$ cat src/rtl/uart_rx_ctrl_if.sv
// Receive-word hand-off between uart_rx_ctrl (master) and the APB RX data register (slave).
interface uart_rx_ctrl_if #(
    parameter int DATA_BITS = 8
);
    logic [DATA_BITS-1:0] rx_data;
    logic                 rx_valid;
    logic                 rx_ack;
    logic                 frame_err;
    logic                 overrun_err;
    logic                 parity_err;
    logic                 busy;

    modport master (
        output rx_data,
        output rx_valid,
        output frame_err,
        output overrun_err,
        output parity_err,
        output busy,
        input  rx_ack
    );

    modport slave (
        input  rx_data,
        input  rx_valid,
        input  frame_err,
        input  overrun_err,
        input  parity_err,
        input  busy,
        output rx_ack
    );
endinterface

$ cat src/rtl/uart_rx_ctrl.sv
// UART receive front end: synchronizer, oversampled start qualification, mid-bit sampling
// and valid/ack word hand-off. Define UART_RX_PARITY_EN to insert a parity bit check.
module uart_rx_ctrl #(
    parameter int DATA_BITS  = 8,
    parameter int OVERSAMPLE = 16
) (
    input  logic           clk,
    input  logic           rst_n,
    input  logic           baud_tick,
    input  logic           rx_in,
    input  logic           parity_odd,
    uart_rx_ctrl_if.master rx_bus
);
    localparam int TW = $clog2(OVERSAMPLE);
    localparam int BW = (DATA_BITS > 1) ? $clog2(DATA_BITS) : 1;
    localparam logic [TW-1:0] TICK_MID  = TW'(OVERSAMPLE / 2 - 1);
    localparam logic [TW-1:0] TICK_LAST = TW'(OVERSAMPLE - 1);
    localparam logic [BW-1:0] BIT_LAST  = BW'(DATA_BITS - 1);

    typedef enum logic [2:0] {
        S_IDLE,
        S_START,
        S_DATA,
        S_PARITY,
        S_STOP
    } state_t;

`ifdef UART_RX_PARITY_EN
    localparam state_t AFTER_DATA = S_PARITY;
`else
    localparam state_t AFTER_DATA = S_STOP;
`endif

    state_t                 state_reg;
    state_t                 state_next;
    logic                   sync_meta_reg;
    logic                   rx_s_reg;
    logic [TW-1:0]          tick_cnt_reg;
    logic [BW-1:0]          bit_cnt_reg;
    logic [DATA_BITS-1:0]   shreg_reg;
    logic                   armed_reg;
    logic [DATA_BITS-1:0]   rx_data_reg;
    logic                   rx_valid_reg;
    logic                   frame_err_reg;
    logic                   overrun_err_reg;
    logic                   parity_err_reg;
    logic                   parity_bad;

    logic                   busy;
    logic                   data_sample;
    logic                   stop_sample;
    logic                   stop_good;
    logic                   load_word;
    logic                   flag_frame;
    logic                   flag_overrun;
    logic                   flag_parity;

    // Both stages reset to the idle (high) line level so reset never looks like a start edge.
    always_ff @(posedge clk or negedge rst_n) begin
        if (!rst_n) begin
            sync_meta_reg <= 1'b1;
            rx_s_reg      <= 1'b1;
        end else begin
            sync_meta_reg <= rx_in;
            rx_s_reg      <= sync_meta_reg;
        end
    end

    always_ff @(posedge clk or negedge rst_n) begin
        if (!rst_n) begin
            state_reg <= S_IDLE;
        end else begin
            state_reg <= state_next;
        end
    end

    always_comb begin
        state_next = state_reg;
        if (baud_tick) begin
            case (state_reg)
                S_IDLE:   if (armed_reg && !rx_s_reg) state_next = S_START;
                S_START:  if (tick_cnt_reg == TICK_MID) state_next = rx_s_reg ? S_IDLE : S_DATA;
                S_DATA:   if (tick_cnt_reg == TICK_LAST && bit_cnt_reg == BIT_LAST) state_next = AFTER_DATA;
                S_PARITY: if (tick_cnt_reg == TICK_LAST) state_next = S_STOP;
                S_STOP:   if (tick_cnt_reg == TICK_LAST) state_next = S_IDLE;
                default:  state_next = S_IDLE;
            endcase
        end
    end

    // A good stop bit while the previous word is being acked in the same cycle still loads.
    always_comb begin
        busy         = (state_reg != S_IDLE);
        data_sample  = baud_tick && (state_reg == S_DATA) && (tick_cnt_reg == TICK_LAST);
        stop_sample  = baud_tick && (state_reg == S_STOP) && (tick_cnt_reg == TICK_LAST);
        flag_frame   = stop_sample && !rx_s_reg;
        flag_parity  = stop_sample && rx_s_reg && parity_bad;
        stop_good    = stop_sample && rx_s_reg && !parity_bad;
        load_word    = stop_good && (!rx_valid_reg || rx_bus.rx_ack);
        flag_overrun = stop_good && rx_valid_reg && !rx_bus.rx_ack;
    end

    always_ff @(posedge clk or negedge rst_n) begin
        if (!rst_n) begin
            tick_cnt_reg <= '0;
            bit_cnt_reg  <= '0;
            shreg_reg    <= '0;
            armed_reg    <= 1'b0;
        end else if (baud_tick) begin
            if (state_next != state_reg || tick_cnt_reg == TICK_LAST) begin
                tick_cnt_reg <= '0;
            end else begin
                tick_cnt_reg <= tick_cnt_reg + 1'b1;
            end
            // Only a high line seen while idle re-arms, so a held break cannot retrigger.
            armed_reg <= (state_reg == S_IDLE) && (state_next == S_IDLE) && (armed_reg || rx_s_reg);
            if (data_sample) begin
                shreg_reg   <= {rx_s_reg, shreg_reg[DATA_BITS-1:1]};
                bit_cnt_reg <= (bit_cnt_reg == BIT_LAST) ? '0 : bit_cnt_reg + 1'b1;
            end
        end
    end

`ifdef UART_RX_PARITY_EN
    logic parity_bad_reg;

    always_ff @(posedge clk or negedge rst_n) begin
        if (!rst_n) begin
            parity_bad_reg <= 1'b0;
        end else if (baud_tick && state_reg == S_PARITY && tick_cnt_reg == TICK_LAST) begin
            parity_bad_reg <= (rx_s_reg != (^shreg_reg ^ parity_odd));
        end
    end

    assign parity_bad = parity_bad_reg;
`else
    logic unused_parity_odd;

    assign unused_parity_odd = parity_odd;
    assign parity_bad        = 1'b0;
`endif

    always_ff @(posedge clk or negedge rst_n) begin
        if (!rst_n) begin
            rx_data_reg     <= '0;
            rx_valid_reg    <= 1'b0;
            frame_err_reg   <= 1'b0;
            overrun_err_reg <= 1'b0;
            parity_err_reg  <= 1'b0;
        end else begin
            frame_err_reg   <= flag_frame;
            overrun_err_reg <= flag_overrun;
            parity_err_reg  <= flag_parity;
            if (load_word) begin
                rx_data_reg  <= shreg_reg;
                rx_valid_reg <= 1'b1;
            end else if (rx_bus.rx_ack) begin
                rx_valid_reg <= 1'b0;
            end
        end
    end

    assign rx_bus.rx_data     = rx_data_reg;
    assign rx_bus.rx_valid    = rx_valid_reg;
    assign rx_bus.frame_err   = frame_err_reg;
    assign rx_bus.overrun_err = overrun_err_reg;
    assign rx_bus.parity_err  = parity_err_reg;
    assign rx_bus.busy        = busy;
endmodule

$ cat src/flat_wrapper.sv
// flat-port wrapper written by rule: the top's interface ports become plain ports
module uart_rx_ctrl_flat 
#(
    parameter int DATA_BITS  = 8,
    parameter int OVERSAMPLE = 16
)
  (clk, rst_n, baud_tick, rx_in, parity_odd, rx_bus_rx_data, rx_bus_rx_valid, rx_bus_frame_err, rx_bus_overrun_err, rx_bus_parity_err, rx_bus_busy, rx_bus_rx_ack);
  uart_rx_ctrl_if #(.DATA_BITS(DATA_BITS)) rx_bus_i ();
  input  logic clk;
  input  logic rst_n;
  input  logic baud_tick;
  input  logic rx_in;
  input  logic parity_odd;
  output wire logic [$bits(rx_bus_i.rx_data)-1:0] rx_bus_rx_data;
  output wire logic [$bits(rx_bus_i.rx_valid)-1:0] rx_bus_rx_valid;
  output wire logic [$bits(rx_bus_i.frame_err)-1:0] rx_bus_frame_err;
  output wire logic [$bits(rx_bus_i.overrun_err)-1:0] rx_bus_overrun_err;
  output wire logic [$bits(rx_bus_i.parity_err)-1:0] rx_bus_parity_err;
  output wire logic [$bits(rx_bus_i.busy)-1:0] rx_bus_busy;
  input wire logic [$bits(rx_bus_i.rx_ack)-1:0] rx_bus_rx_ack;
  assign rx_bus_rx_data = rx_bus_i.rx_data;
  assign rx_bus_rx_valid = rx_bus_i.rx_valid;
  assign rx_bus_frame_err = rx_bus_i.frame_err;
  assign rx_bus_overrun_err = rx_bus_i.overrun_err;
  assign rx_bus_parity_err = rx_bus_i.parity_err;
  assign rx_bus_busy = rx_bus_i.busy;
  assign rx_bus_i.rx_ack = rx_bus_rx_ack;
  uart_rx_ctrl #(.DATA_BITS(DATA_BITS), .OVERSAMPLE(OVERSAMPLE)) u_core (.clk(clk), .rst_n(rst_n), .baud_tick(baud_tick), .rx_in(rx_in), .parity_odd(parity_odd), .rx_bus(rx_bus_i));
endmodule
$ cat config.mk
export PLATFORM = sky130hd
export DESIGN_NAME = uart_rx_ctrl_flat
export DESIGN_NICKNAME = d
export VERILOG_FILES = /design/src/rtl/uart_rx_ctrl_if.sv /design/src/rtl/uart_rx_ctrl.sv /design/src/flat_wrapper.sv
export SDC_FILE = /design/constraint.sdc
export NUM_CORES = 1
export LEC_CHECK = 0
export ABC_AREA = 1
export CAP_MARGIN = 5
export CORE_ASPECT_RATIO = 1.75
export CORE_MARGIN = 4
export CORE_UTILIZATION = 50
export DETAILED_ROUTE_END_ITERATION = 7
export GPL_TIMING_DRIVEN = 0
export PLACE_DENSITY = 0.7
export SYNTH_ARGS = -nofsm -noshare
export SYNTH_HDL_FRONTEND = slang
export SYNTH_SLANG_ARGS = --single-unit
$ cat constraint.sdc
create_clock -name clk -period 1.95 [get_ports clk]
set_input_delay 0.195 -clock clk [delete_from_list [all_inputs] [get_ports clk]]
set_output_delay 0.195 -clock clk [all_outputs]
set_load 0.05 [all_outputs]
==> flow_summary.json <==
{
  "max_freq_mhz": 573,
  "cp_num_buf_inv": 1,
  "p_seq_frac": 0.447,
  "dp.final_hpwl_um": 2220,
  "vias_per_cell": 5.16,
  "fin_crit_sh": 0.895,
  "root_buffer": "clkbuf_8",
  "die_x_um": 49.6,
  "drt-total-wl_um": 2970,
  "cts.sinks": 32,
  "nNetsFinal": 205,
  "combinationalPowerShare": 0.201,
  "globalplace.congestion": 0.861,
  "pin_count": 19,
  "via_count": 1161,
  "switchingPower_uw": 556,
  "insertion_delay_ps": 290,
  "ff2ff_path_depth": 7,
  "cts.reportedPaths.clkPinSlew_ps": 70,
  "drive_above_1_share": 0.198,
  "synth.ff_latch_count": 32,
  "antenna_left": 0,
  "grt_overflow": 0,
  "htreeDepth": 2,
  "crit_cells": 7,
  "synthesis.area_um2": 1510,
  "drt-initial-drc-count": 6,
  "cp-end-kind": "flip-flop",
  "worst_pin_slew_ps": 914,
  "drv_cap": 0,
  "timing.reg2reg.setup_slack_ps": 200,
  "start_kind": "flip-flop",
  "synth_seq_area_share": 0.531,
  "synth_top_area_frac": 0.497,
  "syn_inst": 172,
  "cts_tree": "built",
  "numCtsBuffers": 5,
  "dp_slack_ps": 103,
  "final_common_cell": "nand2_1",
  "start_util": 0.516,
  "ir_drop_mv": 0.540,
  "path_max_fanout": 10,
  "drt_first_pass_iters": 4,
  "min_to": "u_core.sync_meta_reg",
  "wl_per_cell_um": 13.2,
  "dieArea_um2": 4000,
  "cp_cell_sequence": "ha_1 -> nand3_4 -> nor3_2 -> nand3_2 -> buf_6 -> nand2_2 -> o21ai_2",
  "dpl_cell_area_um2": 1720,
  "synth_top_area_cell": "dfrtp_1",
  "fp.dieH_um": 80.7,
  "utilization": 0.624,
  "rsz0062_at_grt": "no",
  "grt_pass1_wl_um": 5330,
  "cts.path.max_buffers": 2,
  "p_leak_uw": 0.000908,
  "r2r-end": "u_core.rx_bus.rx_data[7]",
  "ys_warn_count": 0,
  "row_count": 26,
  "ys_types": 26,
  "period_needed_ps": 1750,
  "grt_start_max_net_pins": 21,
  "grt_antenna_before_repair": 0,
  "fin_skew_ps": 8.70,
  "setup_slack_ps": 205,
  "holdCritStartpoint": "rx_in",
  "setup_viol": 0,
  "n_antenna_cell": 0,
  "drc": 0,
  "status": "completed",
  "timing.setup.tns_ps": 0,
  "crit_type": "reg2reg",
  "netlist_top_cells_area": "dfrtp_1, nand2_1, inv_1",
  "min-delay-path-class": "in2reg",
  "cp_top_family": "simple AND/OR/NAND/NOR gates",
  "cp.arrival_ps": 1920,
  "synthToLayoutAreaGrowth_pct": 20.9,
  "grt_pass1_vias": 1262,
  "slew_headroom": 0.389,
  "internal_power_uw": 1230,
  "synth.avg_cell_area_um2": 8.79,
  "clockPowerShare": 0.352,
  "cp.required_ps": 2130,
  "powerDensity_nw_per_um2": 975,
  "synth_fp_nets": 181,
  "crit_slowest_cell": "dfrtp_1",
  "reg2reg_from": "u_core.tick_cnt_reg[0]",
  "stdcell_area_um2": 1830,
  "grt_use_total": 0.174,
  "mostFrequentLayoutCells": "nand2_1, dfrtp_1, inv_1",
  "drv_slew": 0,
  "p_sw_frac": 0.312,
  "worstHoldPathCells": 1,
  "cp_slowest_stage_delay_ps": 410,
  "hold_viol_final": 0,
  "coreArea_um2": 2930,
  "portBuffers": 16
}
-- logic make-up (layout without fill, tap and decap cells) --
logic type / Yosys count / in the layout / share of synthesized area
other: 1 / 1 / 0.00248
AOI/OAI and AO/OA: 24 / 24 / 0.101
DFF: 32 / 32 / 0.531
xor gates and xnor gates: 2 / 2 / 0.0116
adders and majority gates: 3 / 3 / 0.0248
buffers and inverters: 30 / 55 / 0.0844
and+or+nand+nor: 80 / 80 / 0.244
-- repair_timing --
action,CTS,global route
cloned,0,0
setup buffers,0,0
hold buffers,0,0
setup endpoints to repair,1,1
gates resized for setup,1,2
pin swaps,0,0
-- worst max-delay path by stage --
| stage | endpoint | slack [ps] | start |
|---|---|---|---|
| CTS | rx_bus_busy | 130 | u_core.state_reg[0] |
| global placement | u_core.bit_cnt_reg[2] | 110 | rst_n |
| detailed placement | u_core.rx_bus.rx_data[7] | 100 | baud_tick |
| finish | u_core.rx_bus.rx_data[7] | 200 | u_core.tick_cnt_reg[0] |
| floorplan | u_core.rx_bus.rx_data[7] | 470 | u_core.tick_cnt_reg[0] |
| global route | u_core.rx_bus.rx_data[7] | 70 | u_core.tick_cnt_reg[0] |
-- metrics by stage --
step                      power, uW  hold WS (ps)  instances
after floorplan                1060          -101        172
after global placement         1150           348        216
after detailed placement       1170           354        217
after CTS                      1800           307        225
after global routing           1880           313        225
final                          1780           309        225
-- worst reg2reg max path, cell delays in order (launching register included) --
cell and delay, ps:
dfrtp_1 410, ha_1 280, nand3_4 150, nor3_2 240, nand3_2 210, buf_6 220, nand2_2 60, o21ai_2 50
-- power by group through the flow --
stage	combinational, uW	clock [uW]	sequential [uW]
after floorplan	272	0	790
after global placement	346	0	799
after detailed placement	364	0	805
after CTS	366	642	795
after global routing	410	668	805
final	358	627	798
-- Yosys cell counts --
library cell and number:
inv_2 4, nor2_1 9, a21oi_1 3, nor3_1 2, nand2_1 46, inv_1 20, a22oi_1 1, xor2_1 2
nand2_2 3, o21ai_1 1, nor2_2 3, dfstp_2 2, conb_1 1, clkinv_1 1, nor3_2 1, buf_6 1
nand3_2 2, nand3_1 11, o21ai_2 8, nand3_4 1, nand4_1 2, dfrtp_1 30, buf_4 1, buf_2 3
o21ai_0 11, ha_1 3
-- per-layer routing --
metal	share of wire	GRT usage	vias to the layer above
met1	0.40	0.177	547
met4	0.034	0.0997	0
met5	0	0	-
met2	0.54	0.320	22
li1	-	-	583
met3	0.032	0.0422	9
-- final cells by class --
type / count / area, um^2
Fill cell: 252 / 1100
Sequential cell: 32 / 803
Multi-Input combinational cell: 110 / 581
Timing Repair Buffer: 17 / 170
Inverter: 25 / 93.8
Clock buffer: 5 / 68.8
Clock inverter: 3 / 42.5
Tap cell: 28 / 35.0
Buffer: 5 / 33.8
No activity file was read; power rests on OpenSTA's default activity.
